`src/rtl/fpu_result_fifo.sv`:
```
// Generic first-word-fall-through FIFO storage with occupancy counter.
// Latency: a word written at edge N is visible on rd_dat after edge N; read data is zero while empty.
// Backpressure: write accepted when not full or when a read is accepted in the same cycle.
module gen_fifo #(
    parameter int WIDTH = 8,
    parameter int DEPTH = 8
) (
    input  logic                     clk,
    input  logic                     rst,
    input  logic                     wr_vld,
    input  logic [WIDTH-1:0]         wr_dat,
    output logic                     wr_acc,
    input  logic                     rd_rdy,
    output logic [WIDTH-1:0]         rd_dat,
    output logic                     rd_vld,
    output logic                     full,
    output logic [$clog2(DEPTH):0]   count
);
    localparam int AW = $clog2(DEPTH);

    logic [WIDTH-1:0] mem [DEPTH];
    logic [AW-1:0]    wptr;
    logic [AW-1:0]    rptr;
    logic             rd_acc;

    // Status is derived from the registered occupancy only.
    assign rd_vld = (count != '0);
    assign full   = (count == (AW+1)'(DEPTH));

    // A read frees a slot in the same cycle, so a full FIFO still takes a write alongside a read.
    assign rd_acc = rd_rdy && rd_vld;
    assign wr_acc = wr_vld && (!full || rd_rdy);

    // Head data falls through; zeros when nothing is held.
    assign rd_dat = rd_vld ? mem[rptr] : '0;

    // Storage array carries no reset; contents are meaningless until written.
    always_ff @(posedge clk) begin
        if (wr_acc) begin
            mem[wptr] <= wr_dat;
        end
    end

    // Pointers wrap naturally at DEPTH (power of two); occupancy tracked separately.
    always_ff @(posedge clk or negedge rst) begin
        if (!rst) begin
            wptr  <= '0;
            rptr  <= '0;
            count <= '0;
        end else begin
            if (wr_acc) begin
                wptr <= wptr + AW'(1);
            end
            if (rd_acc) begin
                rptr <= rptr + AW'(1);
            end
            case ({wr_acc, rd_acc})
                2'b10:   count <= count + (AW+1)'(1);
                2'b01:   count <= count - (AW+1)'(1);
                default: count <= count;
            endcase
        end
    end
endmodule

// Result-capture FIFO behind the bfloat16 fpu: tags each word with its class and counts exceptions.
// Latency: accepted word reaches the head outputs one edge later when empty; drop pulse one cycle after rejection.
// Backpressure: none upstream; pushes into a full FIFO without a pop are discarded and flagged on drop_o.
module fpu_result_fifo #(
    parameter int DEPTH = 8,
    parameter int CNT_W = 8
) (
    input  logic                     clk,
    input  logic                     rst,
    input  logic                     push_i,
    input  logic [15:0]              res_i,
    input  logic                     ovf_i,
    input  logic [3:0]               mode_i,
    input  logic                     pop_i,
    input  logic                     clr_i,
    output logic [15:0]              res_o,
    output logic                     ovf_o,
    output logic [3:0]               mode_o,
    output logic [3:0]               class_o,
    output logic                     empty_o,
    output logic                     full_o,
    output logic [$clog2(DEPTH):0]   count_o,
    output logic                     drop_o,
    output logic [CNT_W-1:0]         ovf_cnt_o,
    output logic [CNT_W-1:0]         nan_cnt_o
);
    localparam int EW = 25;

    logic [7:0]    res_exp;
    logic [6:0]    res_man;
    logic [3:0]    res_class;
    logic [EW-1:0] wr_dat;
    logic [EW-1:0] rd_dat;
    logic          wr_acc;
    logic          rd_vld;
    logic          full;

    assign res_exp = res_i[14:7];
    assign res_man = res_i[6:0];

    // Class bits {nan, inf, sub, zero}; normal numbers leave all bits clear.
    always_comb begin
        res_class = 4'b0000;
        if (res_exp == 8'h00) begin
            if (res_man == 7'h00) begin
                res_class = 4'b0001;
            end else begin
                res_class = 4'b0010;
            end
        end else if (res_exp == 8'hFF) begin
            if (res_man == 7'h00) begin
                res_class = 4'b0100;
            end else begin
                res_class = 4'b1000;
            end
        end
    end

    assign wr_dat = {res_i, ovf_i, mode_i, res_class};

    gen_fifo #(
        .WIDTH (EW),
        .DEPTH (DEPTH)
    ) u_fifo (
        .clk    (clk),
        .rst    (rst),
        .wr_vld (push_i),
        .wr_dat (wr_dat),
        .wr_acc (wr_acc),
        .rd_rdy (pop_i),
        .rd_dat (rd_dat),
        .rd_vld (rd_vld),
        .full   (full),
        .count  (count_o)
    );

    assign res_o   = rd_dat[24:9];
    assign ovf_o   = rd_dat[8];
    assign mode_o  = rd_dat[7:4];
    assign class_o = rd_dat[3:0];
    assign empty_o = !rd_vld;
    assign full_o  = full;

    // One-cycle pulse for every push that found no room.
    always_ff @(posedge clk or negedge rst) begin
        if (!rst) begin
            drop_o <= 1'b0;
        end else begin
            drop_o <= push_i && !wr_acc;
        end
    end

    // Saturating exception counters over accepted pushes; clear takes priority over increment.
    always_ff @(posedge clk or negedge rst) begin
        if (!rst) begin
            ovf_cnt_o <= '0;
            nan_cnt_o <= '0;
        end else if (clr_i) begin
            ovf_cnt_o <= '0;
            nan_cnt_o <= '0;
        end else begin
            if (wr_acc && ovf_i && (ovf_cnt_o != '1)) begin
                ovf_cnt_o <= ovf_cnt_o + CNT_W'(1);
            end
            if (wr_acc && res_class[3] && (nan_cnt_o != '1)) begin
                nan_cnt_o <= nan_cnt_o + CNT_W'(1);
            end
        end
    end
endmodule

```
`config.mk`:
```
export PLATFORM = sky130hd
export DESIGN_NAME = fpu_result_fifo
export DESIGN_NICKNAME = d
export VERILOG_FILES = /design/src/rtl/fpu_result_fifo.sv
export SDC_FILE = /design/constraint.sdc
export NUM_CORES = 1
export LEC_CHECK = 0
export BUFFER_PORTS_ARGS = -buffer_cell sky130_fd_sc_hd__buf_2
export CAP_MARGIN = 5
export CORE_ASPECT_RATIO = 1.75
export CORE_MARGIN = 1.5
export CORE_UTILIZATION = 45
export CTS_CLUSTER_DIAMETER = 40
export DETAILED_ROUTE_END_ITERATION = 6
export GPL_ROUTABILITY_DRIVEN = 1
export PLACE_DENSITY = 0.71
export SLEW_MARGIN = 20
export SYNTH_ARGS = -nofsm -noshare
export SYNTH_HDL_FRONTEND = slang
export SYNTH_HIERARCHICAL = 1
export SYNTH_SLANG_ARGS = --single-unit
```
`constraint.sdc`:
```
create_clock -name clk -period 10.3 [get_ports clk]
set_input_delay 2.06 -clock clk [delete_from_list [all_inputs] [get_ports clk]]
set_output_delay 2.06 -clock clk [all_outputs]
set_load 0.01 [all_outputs]
```
; Yosys cells after proc, flatten, opt, wreduce, memory -nomap -nowiden
; Memory sizes are Yosys's and may differ from the RTL's.
; Cells that the tools add are included.
[classes]
addsub = 6
reduce_logical = 17
mux = 12
eq_ne = 6
[op_table]
columns = operator, n
row1 = $mux 8, 4
row2 = $mux 25, 1
row3 = $add 8x1->8 const B, 2
row4 = $ne 8x8->1 const B, 2
row5 = $mux 4, 3
row6 = $eq 8x8->1 const B, 1
row7 = $logic_not 8->1, 1
row8 = $pmux 4 s2, 1
row9 = $logic_and 1x1->1, 7
row10 = $logic_not 7->1, 1
row11 = $add 3x1->3 const B, 2
row12 = $reduce_bool 2->1, 3
row13 = $add 4x1->4 const B, 1
row14 = $eq 4x4->1 const B, 1
row15 = $reduce_bool 4->1, 1
row16 = $sub 4x1->4 const B, 1
row17 = $logic_not 1->1, 3
row18 = $eq 2x1->1 const B, 1
row19 = $eq 2x2->1 const B, 1
row20 = $mux 1, 2
row21 = $mux 2, 1
row22 = $logic_or 1x1->1, 1
[totals]
inputBits = 26
mem_bits_rw = 200
out_inout_bits = 48
word_cells = 48
reg_bits = 27
mem_count = 1
[memory_table]
columns = memory, words, width, rd, rd_ports_with_merged_regs, wr, line_no
row1 = u_fifo.mem, 8, 25, 1, 0, 1, 21  ; logic [WIDTH-1:0] mem [DEPTH];

; Longest topological paths before layout
[logic_depth]
word_depth = 8
mapped_depth = 12
mapped_depth_nobuf = 10

; Cells and area by module
; Netlist, hierarchy kept.
[by_module_without_submodules]
columns = module, cells_each, area_each_um2, seq_area_each_um2, instances
row1 = gen_fifo, 378, 8197.9, 6256.0, 1
row2 = fpu_result_fifo, 111, 1006.0, 425.4, 1

; Worst setup path after synthesis
; OpenSTA, ideal clock, no wires.
[synth_path]
kind = input-to-reg
from = input port pop_i
to = memory u_fifo/mem[0][0] (netlist name), enable pin
n_path_buf = 0
t_required_ns = 9.830
path_stages = 2
setup_slack_ns = 5.252
setup_ns = 0.470
arrival_time_ns = 4.578
path_cell_list = o21ai_4 > nor4_1
[synth_between]
elab_chain_cells = 4
[synth_rtl]
columns = item, line_no
row1 = "start, declared", 79  ; input logic pop_i,
row2 = $logic_or 1x1->1, 32  ; assign wr_acc = wr_vld && (!full || rd_rdy);
row3 = $logic_and 1x1->1, 32
row4 = $mux 1, 39  ; if (wr_acc) begin
row5 = $mux 1 (implied by the code), 40  ; mem[wptr] <= wr_dat;
row6 = "end, declared", 21
; Every way passes these cells.

; Final worst setup path
[layout_path]
from = register u_fifo.rptr[1]
to = output port res_o[10]
[layout_between]
elab_chain_cells = 2
[layout_rtl]
columns = item, line_no
row1 = "start, declared", 23  ; logic [AW-1:0] rptr;
row2 = "start signal, assigned", 55  ; rptr <= rptr + AW'(1);
row3 = $mem_v2 8x25, -
row4 = $mux 25, 35  ; assign rd_dat = rd_vld ? mem[rptr] : '0;
row5 = "end, declared", 81  ; output logic [15:0] res_o,
; Every way passes these cells.

==> metrics.md <==
| Metric | Value |
|---|---|
| Seq/Total Area, Yosys | 0.726 |
| Die width | 111 microns |
| # IOs | 74 |
| Post-layout util | 0.525 |
| Top cells by count, synth | edfxtp_1, mux4_2, nor2_1 |
| Crit path DAT | 2.63 ns |
| Slowest cell on crit path | dfrtp_2 |
| First-pass detailed-route iteration total | 4 |
| Simple-gate portion of the synthesized area | 0.0589 |
| Post-Layout Inst Area | 10600 sq um |
| Worst Path Required | 8.24 ns |
| Remaining DRCs | 0 |
| Async SR Flop Fraction | 0.119 |
| Top FF cell, synth | edfxtp_1 |
| Outcome | completed |
| Clock transition at path regs | 0.07 ns |
| Row count | 69 |
| Vias per cell | 5.76 |
| Maximum vdd drop | 0.000180 V |
| Total grt overflow | 0 |
| I/O Buffers | 73 |
| XOR/XNOR Fraction of Synth Area | 0.0133 |
| Tmin final | 4.69 ns |
| Final GP Congestion | 0.762 |
| Final hold vios | 0 |
| Synth cell types | 51 |
| CTS buffer count | 20 |
| Synth warn | 6 |
| Die Area | 21400 sq um |
| Vias in the first global route | 5075 |
| Slew Viols, Final | 0 |
| Kind of critical path | flop to output port |
| Critical path fanouts, max | 27 |
| Synth Area in Adders | 0.00952 |
| Layout Nets | 603 |
| Tot GR Track Use | 0.173 |
| Yosys top cell by area | edfxtp_1 |
| Chip height | 192 microns |
| Worst-path cell chain | buf_4 -> mux4_2 -> mux2i_1 -> nor2_1 -> buf_2 |
| Post-DRT Antenna Nets | 0 |
| Hold WC Path Type | flop to flop |
| FMAX | 0.213 GHz |
| Fin Clk Skew | 0.0104 ns |
| Yosys reg bits | 227 |
| Largest family of logic cells by synthesized area | multiplexers |
| CTS-repair resized insts | 0 |
| Post-DP HPWL | 10800 microns |
| Synth Area in Compound Gates | 0.0226 |
| Rel. slew slack | 0.272 |
| Sum of negative setup slack | 0 ns |
| Core footprint | 20200 sq um |
| DP Area | 9880 sq um |
| Area contributors post-synth | edfxtp_1, mux4_2, dfrtp_1 |
| Tightest Pin Transition | 1.09 ns |
| Yosys top cell area share | 0.653 |
| RSZ-0062 raised after global routing | false |
| Power per cell area | 265 nW/um^2 |
| Post-CTS setup buffer count | 0 |
| CTS tree | done |
| Fraction of layout cells with a size suffix above 1 | 0.324 |
| Period utilisation layout | 0.455 |
| CTS max path bufs | 3 |
| Critical Path Max Stage Delay | 0.83 ns |
| DRT iter0 DRCs | 367 |
| MaxCap Viol Count | 0 |
| CP startpoint kind | flop |
| Clk_lat worst skew | 0.49 ns |
| Number of synthesized flops with an enable pin | 200 |
| Clk sinks | 227 |
| Initial antenna violation count | 1 |
| Synth Instances | 489 |
| Top-count cell post-synth | edfxtp_1 |
| Initial Util | 0.456 |
| Mapped Avg Cell Area | 18.8 sq um |
| Static leakage | 3.73 nW |
| Global-route wire length before repair | 28200 microns |
| WL final | 18200 microns |
| Setup violators final | 0 |
| Largest net degree at the start of global routing | 53 |
| CTS hold repair buffers | 0 |
| Clock root buffer | clkbuf_16 |
| Power after layout | 0.00281 W |
| H-tree levels | 1 |
| Multiplexer share of the synthesized area | 0.153 |
| Syn Nets | 522 |
| CP Capture Type | output port |
| Synth-to-layout area growth | 15.2% |
| Cell Area, Synth | 9200 sq um |
| Avg WL per Cell | 21.8 microns |
| Via count | 4797 |
registers in the layout, summed over array words and instances, names as in the netlist:
| register | cells |
|---|---|
| u_fifo/rptr | 3 |
| drop_o | 1 |
| ovf_cnt_o | 8 |
| u_fifo/wptr | 3 |
| nan_cnt_o | 8 |
| u_fifo/count | 4 |
| u_fifo/mem | 200 |
placed cells by master (no fill, tap or decap), types with 4 or more instances in the layout:
| cell | count |
|---|---|
| buf_2 | 73 |
| clkbuf_16 | 21 |
| inv_1 | 6 |
| or4_1 | 4 |
| ha_1 | 7 |
| nor3_2 | 4 |
| dfrtp_1 | 25 |
| nand4_1 | 4 |
| clkinv_2 | 4 |
| nor2_1 | 38 |
| xor2_1 | 5 |
| o31ai_1 | 4 |
| buf_4 | 8 |
| nand2_1 | 13 |
| nand3_1 | 5 |
| mux4_2 | 50 |
| nand2b_1 | 6 |
| mux2i_1 | 26 |
| a21oi_1 | 11 |
| edfxtp_1 | 200 |
| xnor2_1 | 9 |
final timing paths:
| kind | from | end | slack, ns | cells past startpoint |
|---|---|---|---|---|
| setup / recovery | u_fifo/rptr[1] | res_o[10] | 5.61 | 5 |
| hold / removal | ovf_cnt_o[6] | ovf_cnt_o[6] | 0.57 | 2 |
| setup reg to reg | u_fifo/count[2] | u_fifo/count[2] | 7.48 | 11 |
| hold reg to reg | ovf_cnt_o[6] | ovf_cnt_o[6] | 0.57 | 2 |
| max in group asynchronous | rst | u_fifo/rptr[0] | 8.21 | 1 |
| min in group asynchronous | rst | u_fifo/count[2] | 1.60 | 1 |
cells by family after synthesis:
logic type	Yosys count
buffers and inverters	31
AND/OR/NAND/NOR	103
multiplexers	78
adder cells (fa/ha/maj)	7
XOR/XNOR	14
AO/OA/AOI/OAI	29
flip-flops	227
routing by layer:
| layer | track usage | up-vias | part of all wire |
|---|---|---|---|
| li1 | - | 2123 | - |
| met1 | 0.202 | 2499 | 0.38 |
| met2 | 0.324 | 143 | 0.55 |
| met3 | 0.0290 | 32 | 0.049 |
| met4 | 0.0570 | 0 | 0.023 |
| met5 | 0 | - | 0 |
metrics by stage:
stage	std cells	setup WS, ns	hold slack, ns
2_1_floorplan	489	5.25	0.541
3_3_place_gp	795	5.96	0.542
3_5_place_dp	795	5.94	0.562
4_1_cts	831	5.43	0.575
5_1_grt	832	5.49	0.616
6_report	833	5.61	0.573
critical path: cells and delay by family (launching register included):
| kind | cells | cell delay, ns |
|---|---|---|
| flops | 1 | 0.83 |
| mux | 2 | 0.61 |
| buf+inv | 2 | 0.63 |
| simple gates | 1 | 0.06 |
area by class of cell:
type                            count  area, sq um
Antenna cell                        1         2.50
Clock buffer                       25          571
Clock inverter                     11          119
Fill cell                        1606         9600
Inverter                            8         32.5
Multi-Input combinational cell    231         2430
Sequential cell                   227         6690
Tap cell                          248          310
Timing Repair Buffer               82          453
power by group:
| part | switching, W | internal (W) |
|---|---|---|
| clock | 0.000319 | 0.000447 |
| combinational | 0.000404 | 0.000386 |
| sequential | 0.000121 | 0.00114 |
| total | 0.000844 | 0.00197 |
No activity file was read; power rests on OpenSTA's default activity.
